===== config.mk =====
export PLATFORM = sky130hd
export DESIGN_NAME = mem_arbiter
export DESIGN_NICKNAME = d
export VERILOG_FILES = /design/src/rtl/mem_arbiter.sv
export SDC_FILE = /design/constraint.sdc
export NUM_CORES = 1
export LEC_CHECK = 0
export BUFFER_PORTS_ARGS = -buffer_cell sky130_fd_sc_hd__buf_2
export CORE_AREA = 5 5 202 204
export DETAILED_ROUTE_END_ITERATION = 12
export DIE_AREA = 0 0 207 209
export SLEW_MARGIN = 20
export SYNTH_ARGS = -nofsm -noshare
export SYNTH_HDL_FRONTEND = slang
export SYNTH_SLANG_ARGS = --single-unit

===== constraint.sdc =====
create_clock -name clk -period 1.9 [get_ports clk]
set_clock_uncertainty 0.15 [all_clocks]
set_input_delay 0.095 -clock clk [delete_from_list [all_inputs] [get_ports clk]]
set_output_delay 0.095 -clock clk [all_outputs]
set_load 0.01 [all_outputs]

===== src/rtl/mem_arbiter.sv =====
// Shares one 64-bit memory port between the fetch (read-only) and data
// (read/write) requesters of the sequential Y86-64 core; all outputs registered.
module mem_arbiter #(
  parameter int unsigned MEM_SIZE = 2048,
  parameter int unsigned AW       = 64,
  parameter int unsigned DW       = 64
) (
  input  logic          clk,
  input  logic          rst_n,
  input  logic          f_req,
  input  logic [AW-1:0] f_addr,
  output logic          f_gnt,
  output logic          f_valid,
  output logic          f_err,
  output logic [DW-1:0] f_rdata,
  input  logic          d_req,
  input  logic          d_we,
  input  logic [AW-1:0] d_addr,
  input  logic [DW-1:0] d_wdata,
  output logic          d_gnt,
  output logic          d_valid,
  output logic          d_err,
  output logic [DW-1:0] d_rdata,
  output logic          m_en,
  output logic          m_we,
  output logic [AW-1:0] m_addr,
  output logic [DW-1:0] m_wdata,
  input  logic [DW-1:0] m_rdata,
  input  logic          m_ack
);

  typedef enum logic [1:0] {S_IDLE, S_BUSY, S_ERR} state_e;
  typedef enum logic {OWN_F, OWN_D} owner_e;

  // Highest byte address at which a full 8-byte access still fits.
  localparam logic [AW-1:0] LAST_ADDR = AW'(MEM_SIZE - 8);

  state_e          state_q, state_d;
  owner_e          owner_q, owner_d;
  owner_e          last_q, last_d;
  logic            m_en_q, m_en_d;
  logic            m_we_q, m_we_d;
  logic [AW-1:0]   m_addr_q, m_addr_d;
  logic [DW-1:0]   m_wdata_q, m_wdata_d;
  logic            f_gnt_q, f_gnt_d, d_gnt_q, d_gnt_d;
  logic            f_valid_q, f_valid_d, d_valid_q, d_valid_d;
  logic            f_err_q, f_err_d, d_err_q, d_err_d;
  logic [DW-1:0]   f_rdata_q, f_rdata_d, d_rdata_q, d_rdata_d;

  logic            pick_f;
  logic [AW-1:0]   sel_addr;
  logic            sel_ok;
  logic [DW-1:0]   resp_data;

  // Ties go to whoever did not win last, so F and D alternate under contention.
  assign pick_f    = f_req && (!d_req || last_q == OWN_D);
  assign sel_addr  = pick_f ? f_addr : d_addr;
  assign sel_ok    = (sel_addr <= LAST_ADDR);
  assign resp_data = m_we_q ? '0 : m_rdata;

  // NOTE: every _d gets a default before the case so no path leaves one unassigned (no latches).
  always_comb begin
    state_d   = state_q;
    owner_d   = owner_q;
    last_d    = last_q;
    m_addr_d  = m_addr_q;
    m_wdata_d = m_wdata_q;
    m_en_d    = 1'b0;
    m_we_d    = 1'b0;
    f_gnt_d   = 1'b0;
    d_gnt_d   = 1'b0;
    f_valid_d = 1'b0;
    d_valid_d = 1'b0;
    f_err_d   = 1'b0;
    d_err_d   = 1'b0;
    f_rdata_d = '0;
    d_rdata_d = '0;

    unique case (state_q)
      S_IDLE: begin
        if (f_req || d_req) begin
          owner_d   = pick_f ? OWN_F : OWN_D;
          last_d    = pick_f ? OWN_F : OWN_D;
          f_gnt_d   = pick_f;
          d_gnt_d   = !pick_f;
          m_addr_d  = sel_addr;
          m_wdata_d = pick_f ? '0 : d_wdata;
          if (sel_ok) begin
            state_d = S_BUSY;
            m_en_d  = 1'b1;
            m_we_d  = !pick_f && d_we;
          end else begin
            state_d = S_ERR;
          end
        end
      end

      S_BUSY: begin
        if (m_ack) begin
          state_d = S_IDLE;
          if (owner_q == OWN_F) begin
            f_valid_d = 1'b1;
            f_rdata_d = resp_data;
          end else begin
            d_valid_d = 1'b1;
            d_rdata_d = resp_data;
          end
        end else begin
          m_en_d = 1'b1;
          m_we_d = m_we_q;
        end
      end

      S_ERR: begin
        state_d = S_IDLE;
        if (owner_q == OWN_F) begin
          f_valid_d = 1'b1;
          f_err_d   = 1'b1;
        end else begin
          d_valid_d = 1'b1;
          d_err_d   = 1'b1;
        end
      end

      default: state_d = S_IDLE;
    endcase
  end

  // NOTE: state registers use non-blocking assignments so every flop samples pre-edge values.
  always_ff @(posedge clk or negedge rst_n) begin
    if (!rst_n) begin
      state_q   <= S_IDLE;
      owner_q   <= OWN_F;
      last_q    <= OWN_D;
      m_en_q    <= 1'b0;
      m_we_q    <= 1'b0;
      m_addr_q  <= '0;
      m_wdata_q <= '0;
      f_gnt_q   <= 1'b0;
      d_gnt_q   <= 1'b0;
      f_valid_q <= 1'b0;
      d_valid_q <= 1'b0;
      f_err_q   <= 1'b0;
      d_err_q   <= 1'b0;
      f_rdata_q <= '0;
      d_rdata_q <= '0;
    end else begin
      state_q   <= state_d;
      owner_q   <= owner_d;
      last_q    <= last_d;
      m_en_q    <= m_en_d;
      m_we_q    <= m_we_d;
      m_addr_q  <= m_addr_d;
      m_wdata_q <= m_wdata_d;
      f_gnt_q   <= f_gnt_d;
      d_gnt_q   <= d_gnt_d;
      f_valid_q <= f_valid_d;
      d_valid_q <= d_valid_d;
      f_err_q   <= f_err_d;
      d_err_q   <= d_err_d;
      f_rdata_q <= f_rdata_d;
      d_rdata_q <= d_rdata_d;
    end
  end

  assign f_gnt   = f_gnt_q;
  assign f_valid = f_valid_q;
  assign f_err   = f_err_q;
  assign f_rdata = f_rdata_q;
  assign d_gnt   = d_gnt_q;
  assign d_valid = d_valid_q;
  assign d_err   = d_err_q;
  assign d_rdata = d_rdata_q;
  assign m_en    = m_en_q;
  assign m_we    = m_we_q;
  assign m_addr  = m_addr_q;
  assign m_wdata = m_wdata_q;

endmodule


==> results.toml, run 1 <==
[run_status]
status = "finished, violations left"
violations = "negative setup slack"

[critical_path]
arrival_ns = 2.19
max_stage_delay_ns = 0.56
slowest_stage = "dlygate4sd3_1"
path_delay_family = "buffers and inverters"
crit_path_end_kind = "flip-flop"
cp.depth = 8
cp-start-kind = "input port"
crit_type = "in2reg"
crit_chain = "dlygate4sd3_1, buf_2, nor4_2, buf_4, nand4_1, nor4_2, o22ai_2, a22o_2"
cp.buffers_inverters = 3
reg2reg_depth = 6
cp_data_required_time_ns = 2.17
critPathMaxFanout = 4
crit_top_cell = "nor4_2"

[placed_design]
dp_hpwl_um = 27100
port_buffers = 525
dpl-instance-area_um2 = 13700
gp_congestion = 0.950
post-place-cells = 1896
dp_worst_setup_slack_ns = -0.0992

[final_layout]
nFillCells = 3564
area_growth_pct = 71.6
post-route-util_pct = 44.6
antenna-diode-count = 0
design_area_um2 = 17400
nets = 1936
fin_cells = 2218
drive_gt1_share_pct = 37.9

[grt]
grt_max_degree = 66
overflow = 0
grt_pass1_vias = 10665
grt_pass1_wl_um = 60100
gr-usage-all-layers_pct = 17.1
grt_antenna_before_repair = 0

[route]
wirelength_um = 39700
route.detailed.drc = 0
firstDrtPassIters = 4
drt_iter0_markers = 593
vias = 10023
via_per_inst = 4.52
ant_nets = 0
wl_per_cell_um = 17.9

[die]
rows = 73
dieArea_um2 = 43300
die_y_um = 209
pin_count = 526
core_area_um2 = 39100
die_width_um = 207
start_util_pct = 26.0

[clock_network]
clkLatencyLatePin_ns = 0.53
path_clk_slew_ns = 0.06
clockBufferDepth = 3
numCtsBuffers = 28
cts_sinks = 268
tritoncts = "done"
htree_levels = 1
root_buffer = "clkbuf_16"

[timing]
relSlewSlack_pct = 60.3
post-route-period-util_pct = 101
setup_viol = 1
fin_ws_ns = -0.0150
tightestPinTransition_ns = 0.594
finalMaxSlewViolations = 0
clock.fmax_mhz = 522
rsz0062_at_grt = "yes"
fin_crit_ns = 1.92
final-hold-violation-count = 0
timing.setup.tns_ns = -0.0150
holdWs_ns = 0.0855

[power]
power_mw = 16.5
ir_drop_uv = 521
powerDensity_nw_per_um2 = 946
p_leak_nw = 9.25

[logic_synthesis]
synth_ff_type = "dfrtp_1"
synth.largest_area_cell = "dfrtp_1"
synth_area_per_cell_um2 = 11.9
ys_seq_area_share_pct = 66.0
async_reset_ff_share_pct = 100
synth_cell_type_count = 29
synth_area_leaders = "dfrtp_1 (66%), mux2i_1 (6.3%), a22o_1 (5.5%)"
yosysWarnings = 0
synth-edff-count = 0
yosysTopAreaCellShare_pct = 65.7
synthesis.area_um2 = 10200
ys_ff_latch = 268
syn_nets = 1122
postSynthCellCount = 857

[run]
maxCapViolCount = 0

[worst_hold_path]
whs_path_depth = 6
hp-class = "in2reg"
cells in the final DEF, fill, tap and decap left out:
| master | Yosys | final |
|---|---|---|
| nor2b_1 | 1 | 1 |
| nor4_1 | 25 | 17 |
| buf_8 | 0 | 1 |
| a22o_2 | 1 | 1 |
| inv_1 | 8 | 8 |
| nand2b_1 | 65 | 65 |
| o22ai_2 | 0 | 1 |
| nor4_4 | 0 | 2 |
| o21ai_4 | 0 | 2 |
| dfrtp_1 | 267 | 267 |
| a22o_1 | 64 | 64 |
| inv_8 | 0 | 1 |
| nor2_1 | 133 | 132 |
| a21oi_1 | 2 | 2 |
| nor2_4 | 0 | 1 |
| clkinvlp_4 | 0 | 1 |
| o21ai_0 | 66 | 66 |
| buf_12 | 0 | 14 |
| clkbuf_8 | 0 | 8 |
| mux2i_1 | 64 | 64 |
| a21boi_4 | 0 | 1 |
| dlygate4sd3_1 | 0 | 262 |
| o31ai_1 | 2 | 2 |
| nand3_1 | 3 | 1 |
| ha_1 | 3 | 3 |
| buf_2 | 16 | 524 |
| clkinv_2 | 0 | 4 |
| nand3_2 | 0 | 2 |
| dfstp_2 | 1 | 1 |
| clkbuf_1 | 24 | 7 |
| nor4_2 | 1 | 7 |
| nor3_1 | 8 | 8 |
| bufinv_16 | 0 | 2 |
| nand4_1 | 10 | 10 |
| nand2_1 | 70 | 70 |
| a21boi_0 | 2 | 2 |
| clkbuf_16 | 0 | 30 |
| buf_4 | 4 | 39 |
cell type report:
type	instances	area (um^2)	area share [%]
repair buffers	841	5860	33.6
clock buffers	44	862	4.94
multi-input cells	524	3230	18.5
inverters	8	30.0	0.172
well taps	525	657	3.77
flip-flops and latches	268	6710	38.5
clock inverters	8	98.8	0.567
cells in the mapped netlist, types with 2 or more instances:
cell type    n
nand3_1      3
nor4_1      25
nand2_1     70
nand4_1     10
a21oi_1      2
clkbuf_1    24
a21boi_0     2
buf_6        9
buf_2       16
buf_4        4
nor2_1     133
mux2i_1     64
o21ai_0     66
o31ai_1      2
nor3_1       8
dfrtp_1    267
nand2b_1    65
a22o_1      64
buf_1        4
ha_1         3
inv_1        8
report_power, final:
group / total [mW] / internal (mW) / switching [mW]
clock network: 5.58 / 3.38 / 2.20
registers: 6.99 / 6.51 / 0.480
logic: 3.93 / 1.85 / 2.08
logic make-up (layout without fill, tap and decap cells):
family | Yosys count | after routing | share of synthesized area [%]
DFF | 268 | 268 | 66.0
and+or+nand+nor | 316 | 316 | 14.4
muxes | 64 | 64 | 6.30
AOI/OAI and AO/OA | 141 | 141 | 9.53
buffers and inverters | 65 | 901 | 3.41
adders and majority gates | 3 | 3 | 0.369
tightest hold or removal path, cell delays in order:
cell and delay (ns):
buf_2 0.10, nor4_2 0.06, nand4_1 0.08, nor3_1 0.06, o22ai_2 0.22, o31ai_1 0.10
sequential cells by signal, summed over array words and instances (netlist names), 2 cells and up:
signal,flops
state_q,2
d_rdata,64
m_addr,64
f_rdata,64
m_wdata,64
repair_timing:
item,4_1_cts,5_1_grt
cloned,0,1
setup endpoints to repair,4,69
endpoints found under the hold margin,530,0
setup buffers,0,7
gates resized for setup,1,10
pin swaps,0,4
hold buffers,262,0
routing by layer:
| metal | track usage (%) | vias to the layer above | wire length, um |
|---|---|---|---|
| met4 | 7.32 | 0 | 1660 |
| li1 | - | 4540 | - |
| met5 | 0 | - | 0 |
| met1 | 20.5 | 4776 | 15200 |
| met2 | 29.3 | 587 | 19600 |
| met3 | 4.29 | 120 | 3190 |
worst paths after layout:
kind / startpoint / endpoint / slack (ns)
min in group asynchronous: rst_n / m_wdata[58]$_DFFE_PN0P_ / 0.50
setup reg to reg: last_q$_DFFE_PN1P_ / m_wdata[58]$_DFFE_PN0P_ / 0.09
hold reg to reg: m_addr[37]$_DFFE_PN0P_ / m_addr[37]$_DFFE_PN0P_ / 0.32
setup / recovery: d_addr[44] / state_q[1]$_DFFE_PN0P_ / -0.02
hold / removal: f_addr[54] / state_q[0]$_DFFE_PN0P_ / 0.09
max in group asynchronous: rst_n / last_q$_DFFE_PN1P_ / 0.49
(Power assumes the default switching activity.)
==> inputs of run 2 (changes only) <==
--- a/config.mk
+++ b/config.mk
@@ -9,6 +9,8 @@
 export CORE_AREA = 5 5 202 204
 export DETAILED_ROUTE_END_ITERATION = 12
 export DIE_AREA = 0 0 207 209
+export SETUP_SLACK_MARGIN = 0.05
+export SKIP_LAST_GASP = 1
 export SLEW_MARGIN = 20
 export SYNTH_ARGS = -nofsm -noshare
 export SYNTH_HDL_FRONTEND = slang
==> run 2 against run 1 <==
The run ends with negative hold slack left. Register-to-register slack gained 0.02 ns. Cell count is essentially flat. Die area is the same. Utilization is 0.23 points higher. Critical path depth down 1. Global-route usage up 0.15 points. Cell area increased by 0.51%. Setup slack better by 0.048 ns. First-iteration DRC count shrank 1.3%.
==> results.toml, run 2 (synthesis gave the netlist of run 1 again) <==
[critical_path]
arrival_ns = 2.14
crit_type = "in2reg"
max_stage_delay_ns = 0.52
cp-start-kind = "input port"
slowest_stage = "dlygate4sd3_1"
crit_chain = "dlygate4sd3_1, buf_2, nor4_1, nand4_1, nor3_1, o22ai_2, a22o_2"
crit_path_end_kind = "flip-flop"
cp_data_required_time_ns = 2.18
critPathMaxFanout = 4

[die]
start_util_pct = 26.0
dieArea_um2 = 43300
core_area_um2 = 39100
rows = 73
die_width_um = 207
die_y_um = 209
pin_count = 526

[power]
ir_drop_uv = 523
power_mw = 16.6
p_leak_nw = 9.29
powerDensity_nw_per_um2 = 947

[run_status]
status = "finished, violations left"
violations = "negative hold slack"

[final_layout]
seq_area_um2 = 6710
nets = 1937
fin_cells = 2219
multi_input_area_um2 = 3270
nFillCells = 3547
drive_gt1_share_pct = 38.1
area_growth_pct = 72.5
antenna-diode-count = 0
final_common_cell = "buf_2"
final_cell_mix = "buf_2 (520), dfrtp_1 (267), dlygate4sd3_1 (261)"

[timing]
holdWs_ns = -0.00330
post-route-period-util_pct = 98.3
setup_viol = 0
tightestPinTransition_ns = 0.636
final-hold-violation-count = 1
rsz0062_at_grt = "yes"
finalMaxSlewViolations = 0
clock.fmax_mhz = 535
relSlewSlack_pct = 57.2
fin_crit_ns = 1.87

[route]
ant_nets = 0
route.detailed.drc = 0
wl_per_cell_um = 18.0
wirelength_um = 40000
via_per_inst = 4.51
drt_iter0_markers = 585
firstDrtPassIters = 5
vias = 10001

[clock_network]
htree_levels = 1
path_clk_slew_ns = 0.06
clockBufferDepth = 3
tritoncts = "done"
numCtsBuffers = 28
clkLatencyLatePin_ns = 0.53
root_buffer = "clkbuf_16"
cts_sinks = 268

[grt]
grt_antenna_before_repair = 0
overflow = 0
gr-usage-all-layers_pct = 17.2
grt_pass1_wl_um = 60700
grt_pass1_vias = 10827
grt_max_degree = 66

[worst_hold_path]
hp-class = "in2reg"

[run]
maxCapViolCount = 0

[placed_design]
port_buffers = 525
dp_hpwl_um = 27100
gp_congestion = 0.950
post-place-cells = 1896
-- run 2: cell types whose count changed in the layout (fill, tap and decap cells not counted), sizes merged --
cell / change
buf: +1
dlygate4sd3: -1
dlymetal6s4s: +1
-- run 2: layout make-up --
cell class,instances,share of cell area (%)
clock buffers,44,4.92
clock inverters,8,0.564
inverters,8,0.171
multi-input cells,524,18.6
flip-flops and latches,268,38.3
well taps,525,3.75
repair buffers,842,33.7
-- run 2: per-stage QoR --
stage	utilization, %	hold WS, ns	TNS, ns	setup slack, ns	cell area (um^2)
floorplan	-	-0.351	0	0.245	10200
global placement	35.1	-0.0673	-0.122	-0.0967	13700
detailed placement	35.1	-0.0670	-0.238	-0.0992	13700
CTS	44.4	0.0783	0	0.0554	17300
global route	44.8	0.00832	0	0.0115	17500
finish	44.8	-0.00330	0	0.0325	17500
-- run 2: critical path, delay by kind of cell --
kind,cells,cell delay [ns]
simple gates,3,0.95
buf+inv,2,0.65
compound gates,2,0.44
-- run 2: path summary, 6_finish.rpt --
path                                           endpoint  cells past startpoint  slack, ns                   start
worst max-delay path             state_q[1]$_DFFE_PN0P_                      7       0.03              f_addr[27]
min in group asynchronous        m_wdata[5]$_DFFE_PN0P_                      3       0.50                   rst_n
worst max register to register  m_wdata[35]$_DFFE_PN0P_                      6       0.11      last_q$_DFFE_PN1P_
worst min register to register   m_addr[49]$_DFFE_PN0P_                      2       0.32  m_addr[49]$_DFFE_PN0P_
max in group asynchronous            last_q$_DFFE_PN1P_                      4       0.50                   rst_n
worst min-delay path             m_addr[45]$_DFFE_PN0P_                      3     -0.003              d_addr[45]
-- run 2: routing by layer --
layer | vias up | GRT usage [%] | part of all wire, %
met5 | - | 0 | 0
met4 | 0 | 7.48 | 4.1
met3 | 107 | 4.34 | 7.7
met2 | 577 | 29.7 | 50
met1 | 4768 | 20.5 | 39
li1 | 4549 | - | -
-- run 2: what timing repair did --
| action | CTS | global route |
|---|---|---|
| resized for setup | 1 | 18 |
| pin swaps | 1 | 8 |
| gates cloned | 0 | 2 |
| setup buffers | 4 | 7 |
| hold endpoints to repair | 530 | 0 |
| endpoints found under the setup margin | 68 | 80 |
| hold buffers | 262 | 0 |
-- run 2: report_power, final --
part	internal, mW	switching [mW]	total, mW
Clock	3.38	2.22	5.60
Sequential	6.51	0.489	7.00
Combinational	1.89	2.11	4.00
